==> src/rtl/modulator_pkg.sv <==
// rtl/modulator_pkg.sv - shared constants and types for the polar to I/Q modulator
// Contents:
//   state_e   : FSM states IDLE / PRESCALE / ROTATE
//   INV_K     : 1/K CORDIC gain compensation, 0.60725 * 2^15
//   ATAN_LUT  : atan(2^-i) in 16-bit phase units (2^16 = 2*pi), rounded
package modulator_pkg;

    typedef enum logic [1:0] {
        IDLE,
        PRESCALE,
        ROTATE
    } state_e;

    localparam int INV_K = 19898;

    localparam int ATAN_LUT [0:14] = '{
        8192, 4836, 2555, 1297, 651, 326, 163, 81,
        41, 20, 10, 5, 3, 1, 1
    };

endpackage

==> src/rtl/cordic_microrot.sv <==
// rtl/cordic_microrot.sv - one combinational CORDIC rotation-mode step
// Ports:
//   x_i, y_i  : current vector (signed XW)
//   z_i       : residual angle (signed ZW)
//   i_i       : step index, shift amount
//   atan_i    : atan(2^-i) for this step
//   x_o, y_o, z_o : updated vector and residual angle
module cordic_microrot #(
    parameter int XW = 15,
    parameter int ZW = 17,
    parameter int IW = 4
) (
    input  logic signed [XW-1:0] x_i,
    input  logic signed [XW-1:0] y_i,
    input  logic signed [ZW-1:0] z_i,
    input  logic        [IW-1:0] i_i,
    input  logic signed [ZW-1:0] atan_i,
    output logic signed [XW-1:0] x_o,
    output logic signed [XW-1:0] y_o,
    output logic signed [ZW-1:0] z_o
);

    logic signed [XW-1:0] x_sh;
    logic signed [XW-1:0] y_sh;
    logic                 rot_pos;

    assign x_sh    = x_i >>> i_i;
    assign y_sh    = y_i >>> i_i;
    // Residual angle non-negative: rotate counter-clockwise to drive it toward zero.
    assign rot_pos = ~z_i[ZW-1];

    assign x_o = rot_pos ? (x_i - y_sh)   : (x_i + y_sh);
    assign y_o = rot_pos ? (y_i + x_sh)   : (y_i - x_sh);
    assign z_o = rot_pos ? (z_i - atan_i) : (z_i + atan_i);

endmodule

==> src/rtl/polar_iq_modulator.sv <==
// rtl/polar_iq_modulator.sv - polar (magnitude, phase) to signed I/Q via iterative CORDIC
// Ports:
//   clk, rst          : clock, synchronous active-high reset
//   start             : request, accepted only while idle
//   magnitude, phase  : polar input, phase full scale 2^PHASE_W = 2*pi
//   i_out, q_out      : signed rounded, saturated I/Q result, held between results
//   busy              : computation in flight
//   valid             : one-cycle pulse when i_out/q_out update
module polar_iq_modulator
    import modulator_pkg::*;
#(
    parameter int MAG_W   = 9,
    parameter int PHASE_W = 16,
    parameter int ITER    = 12,
    parameter int GUARD   = 4
) (
    input  logic                      clk,
    input  logic                      rst,
    input  logic                      start,
    input  logic        [MAG_W-1:0]   magnitude,
    input  logic        [PHASE_W-1:0] phase,
    output logic signed [MAG_W:0]     i_out,
    output logic signed [MAG_W:0]     q_out,
    output logic                      busy,
    output logic                      valid
);

    localparam int XW = MAG_W + GUARD + 2;
    localparam int ZW = PHASE_W + 1;
    localparam int IW = 4;
    localparam int PW = MAG_W + 15;

    state_e                state_q;
    logic [MAG_W-1:0]      mag_q;
    logic [PHASE_W-1:0]    phase_q;
    logic signed [XW-1:0]  x_q, y_q;
    logic signed [ZW-1:0]  z_q;
    logic [IW-1:0]         iter_q;
    logic signed [MAG_W:0] i_out_q, q_out_q;
    logic                  busy_q, valid_q;

    logic [PW-1:0]         prod;
    logic signed [XW-1:0]  m_s;
    logic signed [ZW-1:0]  atan_cur;
    logic signed [XW-1:0]  x_d, y_d;
    logic signed [ZW-1:0]  z_d;

    // Pre-divide by the CORDIC gain so the rotated vector lands at the true magnitude.
    assign prod     = PW'(mag_q) * PW'(INV_K);
    assign m_s      = XW'(prod >> (15 - GUARD));
    assign atan_cur = ZW'(ATAN_LUT[iter_q]);

    cordic_microrot #(.XW(XW), .ZW(ZW), .IW(IW)) u_step (
        .x_i    (x_q),
        .y_i    (y_q),
        .z_i    (z_q),
        .i_i    (iter_q),
        .atan_i (atan_cur),
        .x_o    (x_d),
        .y_o    (y_d),
        .z_o    (z_d)
    );

    // Drop guard bits with round-half-up, then clamp to +/-(2^MAG_W - 1).
    function automatic logic signed [MAG_W:0] round_sat(input logic signed [XW-1:0] v);
        logic signed [XW:0] ext;
        logic signed [XW:0] half;
        logic signed [XW:0] r;
        logic signed [XW:0] lim;
        ext  = (XW+1)'(v);
        half = (XW+1)'(1 << (GUARD - 1));
        lim  = (XW+1)'((1 << MAG_W) - 1);
        r    = (ext + half) >>> GUARD;
        if (r > lim)
            r = lim;
        else if (r < -lim)
            r = -lim;
        return r[MAG_W:0];
    endfunction

    always_ff @(posedge clk) begin
        if (rst) begin
            state_q <= IDLE;
            mag_q   <= '0;
            phase_q <= '0;
            x_q     <= '0;
            y_q     <= '0;
            z_q     <= '0;
            iter_q  <= '0;
            i_out_q <= '0;
            q_out_q <= '0;
            busy_q  <= 1'b0;
            valid_q <= 1'b0;
        end else begin
            valid_q <= 1'b0;
            case (state_q)
                IDLE: begin
                    if (start) begin
                        mag_q   <= magnitude;
                        phase_q <= phase;
                        busy_q  <= 1'b1;
                        state_q <= PRESCALE;
                    end
                end
                PRESCALE: begin
                    // Coarse quadrant rotation; CORDIC then covers the remaining [0, pi/2).
                    case (phase_q[PHASE_W-1:PHASE_W-2])
                        2'd0:    begin x_q <= m_s;  y_q <= '0;   end
                        2'd1:    begin x_q <= '0;   y_q <= m_s;  end
                        2'd2:    begin x_q <= -m_s; y_q <= '0;   end
                        default: begin x_q <= '0;   y_q <= -m_s; end
                    endcase
                    z_q     <= ZW'({2'b00, phase_q[PHASE_W-3:0]});
                    iter_q  <= '0;
                    state_q <= ROTATE;
                end
                ROTATE: begin
                    x_q <= x_d;
                    y_q <= y_d;
                    z_q <= z_d;
                    if (iter_q == IW'(ITER - 1)) begin
                        i_out_q <= round_sat(x_d);
                        q_out_q <= round_sat(y_d);
                        valid_q <= 1'b1;
                        busy_q  <= 1'b0;
                        iter_q  <= '0;
                        state_q <= IDLE;
                    end else begin
                        iter_q <= iter_q + 1'b1;
                    end
                end
                default: state_q <= IDLE;
            endcase
        end
    end

    assign i_out = i_out_q;
    assign q_out = q_out_q;
    assign busy  = busy_q;
    assign valid = valid_q;

endmodule

==> config.mk <==
export PLATFORM = sky130hd
export DESIGN_NAME = polar_iq_modulator
export DESIGN_NICKNAME = d
export VERILOG_FILES = /design/src/rtl/modulator_pkg.sv /design/src/rtl/cordic_microrot.sv /design/src/rtl/polar_iq_modulator.sv
export SDC_FILE = /design/constraint.sdc
export NUM_CORES = 1
export LEC_CHECK = 0
export BUFFER_PORTS_ARGS = -buffer_cell sky130_fd_sc_hd__buf_2
export CORE_MARGIN = 5
export CORE_UTILIZATION = 29
export CTS_BUF_LIST = sky130_fd_sc_hd__clkbuf_2 sky130_fd_sc_hd__clkbuf_4 sky130_fd_sc_hd__clkbuf_8
export CTS_CLUSTER_SIZE = 10
export DETAILED_ROUTE_END_ITERATION = 6
export PLACE_DENSITY_LB_ADDON = 0.25
export SYNTH_ARGS = -nofsm -noshare
export SYNTH_HDL_FRONTEND = slang
export SYNTH_SLANG_ARGS = --single-unit
==> constraint.sdc <==
create_clock -name clk -period 7.55 [get_ports clk]
set_input_delay 1.51 -clock clk [delete_from_list [all_inputs] [get_ports clk]]
set_output_delay 1.51 -clock clk [all_outputs]
set_load 0.01 [all_outputs]
==> metrics.csv <==
metric,value,unit
reg2reg start,iter_q[0]$_SDFFE_PP0P_,
outcome,finished clean,
reg2reg path depth,19,
row cnt,74,
"Async S/R FF share, synth",0,%
Finished Layout Cells,2074,
Worst EP required,7.80,ns
CTS tree,yes,
Worst-path clk slew,0.10,ns
CTS root buffer,clkbuf_8,
Critical path origin,iter_q[0]$_SDFFE_PP0P_,
Avg WL per Cell,17.3,um
number of DRC markers in iteration 0,653,
Synth cell types,87,
die height,214,um
Post-CTS Setup Bufs,0,
cells after synthesis,1554,
final worst-path setup slack,0.832,ns
gr usage total,15.3,%
hold buffer count at CTS,0,
crit path DAT,6.96,ns
Starting Density,29.5,%
clock sink total,100,
PostCTS Resize Cnt,0,
maximum clock path buffer count,2,
via count,11100,
Tightest Pin Transition,1.15,ns
H-Tree Depth,3,
Via density,5.34,
final setup TNS,0,ns
final slew viol count,0,
kind of start point of the critical path,flop,
DRC,0,
total grt overflow,0,
Slew headroom,23.4,%
"Avg Cell Area, Syn",7.78,sq um
Boundary Pins,50,
vias in the first global route,10600,
clock skew,0.0292,ns
area delta synth->final,7.26,%
Seq cells post-synth,100,
pre-CTS setup slack,0.975,ns
synthesized cell area,12100,sq um
PortBufs,49,
total die area,45800,sq um
final wirelength,35900,um
number of synthesized flops with an enable pin,0,
area of the core,41000,sq um
Min-Delay Endpoint,phase_q[0]$_SDFFE_PP0P_,
Simple-Gate Fraction of Synth Area,21.3,%
Final Cycle Share,89.0,%
fin nets,1719,
post-synthesis compound-gate area fraction,21.9,%
initial antenna violation count,0,
number of diodes,0,
multiplexer area fraction after synthesis,7.82,%
Final Setup Violations,0,
RD Place Congestion,0.949,
fin crit period,6.72,ns
largest net degree at the start of global routing,90,
Crit Path Class,flop to flop,
yosys synthesis warning count,0,
Synth Net Count,1735,
dpl cells,2059,
hold_sp,phase_q[0]$_SDFFE_PP0P_,
worst skew pair latency,0.43,ns
max-cap viol count,0,
worst-path maximum fanout,38,
Die Wd,214,um
Min-Delay Path Class,flop to flop,
f_max,149,MHz
Worst R2R End,q_out[0]$_SDFFE_PP0P_,
layout cells sized above 1,9.60,%
first-pass GRT wire length,58200,um
"Top FF cell, synth",dfxtp_1,
router iterations before antenna repair,5,
main combinational cell family by area after synthesis,compound AO/OA/AOI/OAI gates,
Final Hold Viols,0,
RSZ-0062 raised after global routing,no,
Routed Antenna Nets,0,
Crit. End Element,flop,
Detail Placement HPWL,28100,um
WHS Path Cells,2,
WHS,0.458,ns
"Seq/Total Area, Yosys",16.6,%
Synth Area in Adders,18.7,%
TritonCTS Buffers,9,
Post-Synth XOR/XNOR Area,7.39,%
R2R setup slack,0.83,ns
## worst max-delay path, cell delays in order, from the launching register on
cell and delay, ns:
dfxtp_2 0.99, mux4_2 0.61, mux2_2 0.28, o21ai_0 0.36, ha_1 0.24, and3_1 0.28
nor2_1 0.08, xor2_1 0.17, ha_1 0.40, nand2_1 0.09, a211oi_1 0.64, o211ai_1 0.25
nand2_1 0.15, xor2_1 0.46, nand4b_1 0.32, mux2_2 0.31, a211oi_1 0.04, o21ai_1 0.52
nor3b_1 0.27, nor3_1 0.08
## layout by cell type, fill, tap and decap left out, types with 11 or more instances in the layout
cell type and instances:
a21o_1 17, nor3_1 66, mux4_2 18, nand2b_1 25
a31oi_1 19, dfxtp_1 97, nor2_1 159, ha_1 107
xnor2_1 51, fa_1 44, nand2_1 135, and3_1 16
buf_4 18, o21a_1 11, a211oi_1 36, mux2_2 13
buf_2 48, inv_1 105, a221oi_1 21, xor2_1 51
and2_1 19, o211ai_1 18, mux2i_1 34, nor2b_1 11
a21oi_1 129, o21ai_0 55, nand3_1 33
## how the worst max path moves through the flow
| stage | to | slack [ns] | depth (start not counted) |
|---|---|---|---|
| after floorplan | q_out[0]$_SDFFE_PP0P_ | 1.40 | 24 |
| after global placement | q_out[0]$_SDFFE_PP0P_ | 1.11 | 19 |
| after detailed placement | q_out[0]$_SDFFE_PP0P_ | 0.97 | 19 |
| after CTS | q_out[0]$_SDFFE_PP0P_ | 0.92 | 19 |
| after global routing | q_out[0]$_SDFFE_PP0P_ | 0.26 | 19 |
| final | q_out[0]$_SDFFE_PP0P_ | 0.83 | 19 |
## logic make-up after synthesis
family | Yosys count
AO/OA/AOI/OAI | 397
XOR/XNOR | 102
adder cells (fa/ha/maj) | 154
buffers and inverters | 199
flip-flops | 100
multiplexers | 67
AND/OR/NAND/NOR | 535
## flip-flops by register name, summed over array words and instances (netlist names)
register	cells
state_q	2
valid	1
phase_q	16
z_q	17
mag_q	9
i_out	10
x_q	15
iter_q	4
busy	1
y_q	15
q_out	10
## final cells by class
| type | count | area (sq um) |
|---|---|---|
| fill | 4421 | 28100 |
| multi-input combinational | 1255 | 9320 |
| sequential | 100 | 2010 |
| tap | 532 | 666 |
| inverter | 106 | 398 |
| timing repair buffer | 66 | 375 |
| clock buffer | 10 | 131 |
| clock inverter | 5 | 60.1 |
## synth_stat cells, types with 6 or more instances
master | n | area [sq um]
o21ai_0 | 55 | 275
and3_1 | 16 | 100
a211oi_1 | 36 | 270
mux2i_1 | 34 | 340
o221ai_1 | 6 | 52.6
nor2_1 | 159 | 597
dfxtp_1 | 100 | 2000
a32oi_1 | 6 | 52.6
buf_1 | 10 | 37.5
a22oi_1 | 8 | 60.1
and2_1 | 19 | 119
a31oi_1 | 19 | 119
nand2b_1 | 25 | 156
fa_1 | 44 | 881
nor4_1 | 7 | 43.8
nand2_1 | 135 | 507
inv_1 | 105 | 394
o211ai_1 | 18 | 135
clkbuf_1 | 78 | 293
nor2b_1 | 11 | 68.8
o2111ai_1 | 6 | 52.6
mux4_2 | 18 | 405
a221oi_1 | 21 | 184
nand3_1 | 33 | 165
a21o_1 | 17 | 128
mux2_2 | 13 | 146
or3_1 | 10 | 62.6
nor3_1 | 66 | 330
ha_1 | 109 | 1360
xnor2_1 | 51 | 447
o21a_1 | 11 | 82.6
nand4_1 | 10 | 62.6
or2_2 | 10 | 62.6
a21oi_1 | 129 | 646
o22ai_1 | 6 | 37.5
xor2_1 | 51 | 447
## per-layer routing
layer | vias up | share of wire, % | GRT usage (%)
met4 | 0 | 1.9 | 4.21
li1 | 5547 | - | -
met5 | - | 0 | 0
met2 | 225 | 46 | 25.1
met3 | 37 | 4.0 | 2.22
met1 | 5268 | 48 | 21.3
## stage by stage
step                      area, sq um  utilization, %
after floorplan                 12100               -
after detailed placement        12800            31.1
final                           13000            31.6
after global routing            13000            31.6
after global placement          12800            31.1
after CTS                       13000            31.6
Power is not shown: default switching activity piles up to over one toggle a cycle in this logic, so the estimate is an artifact.
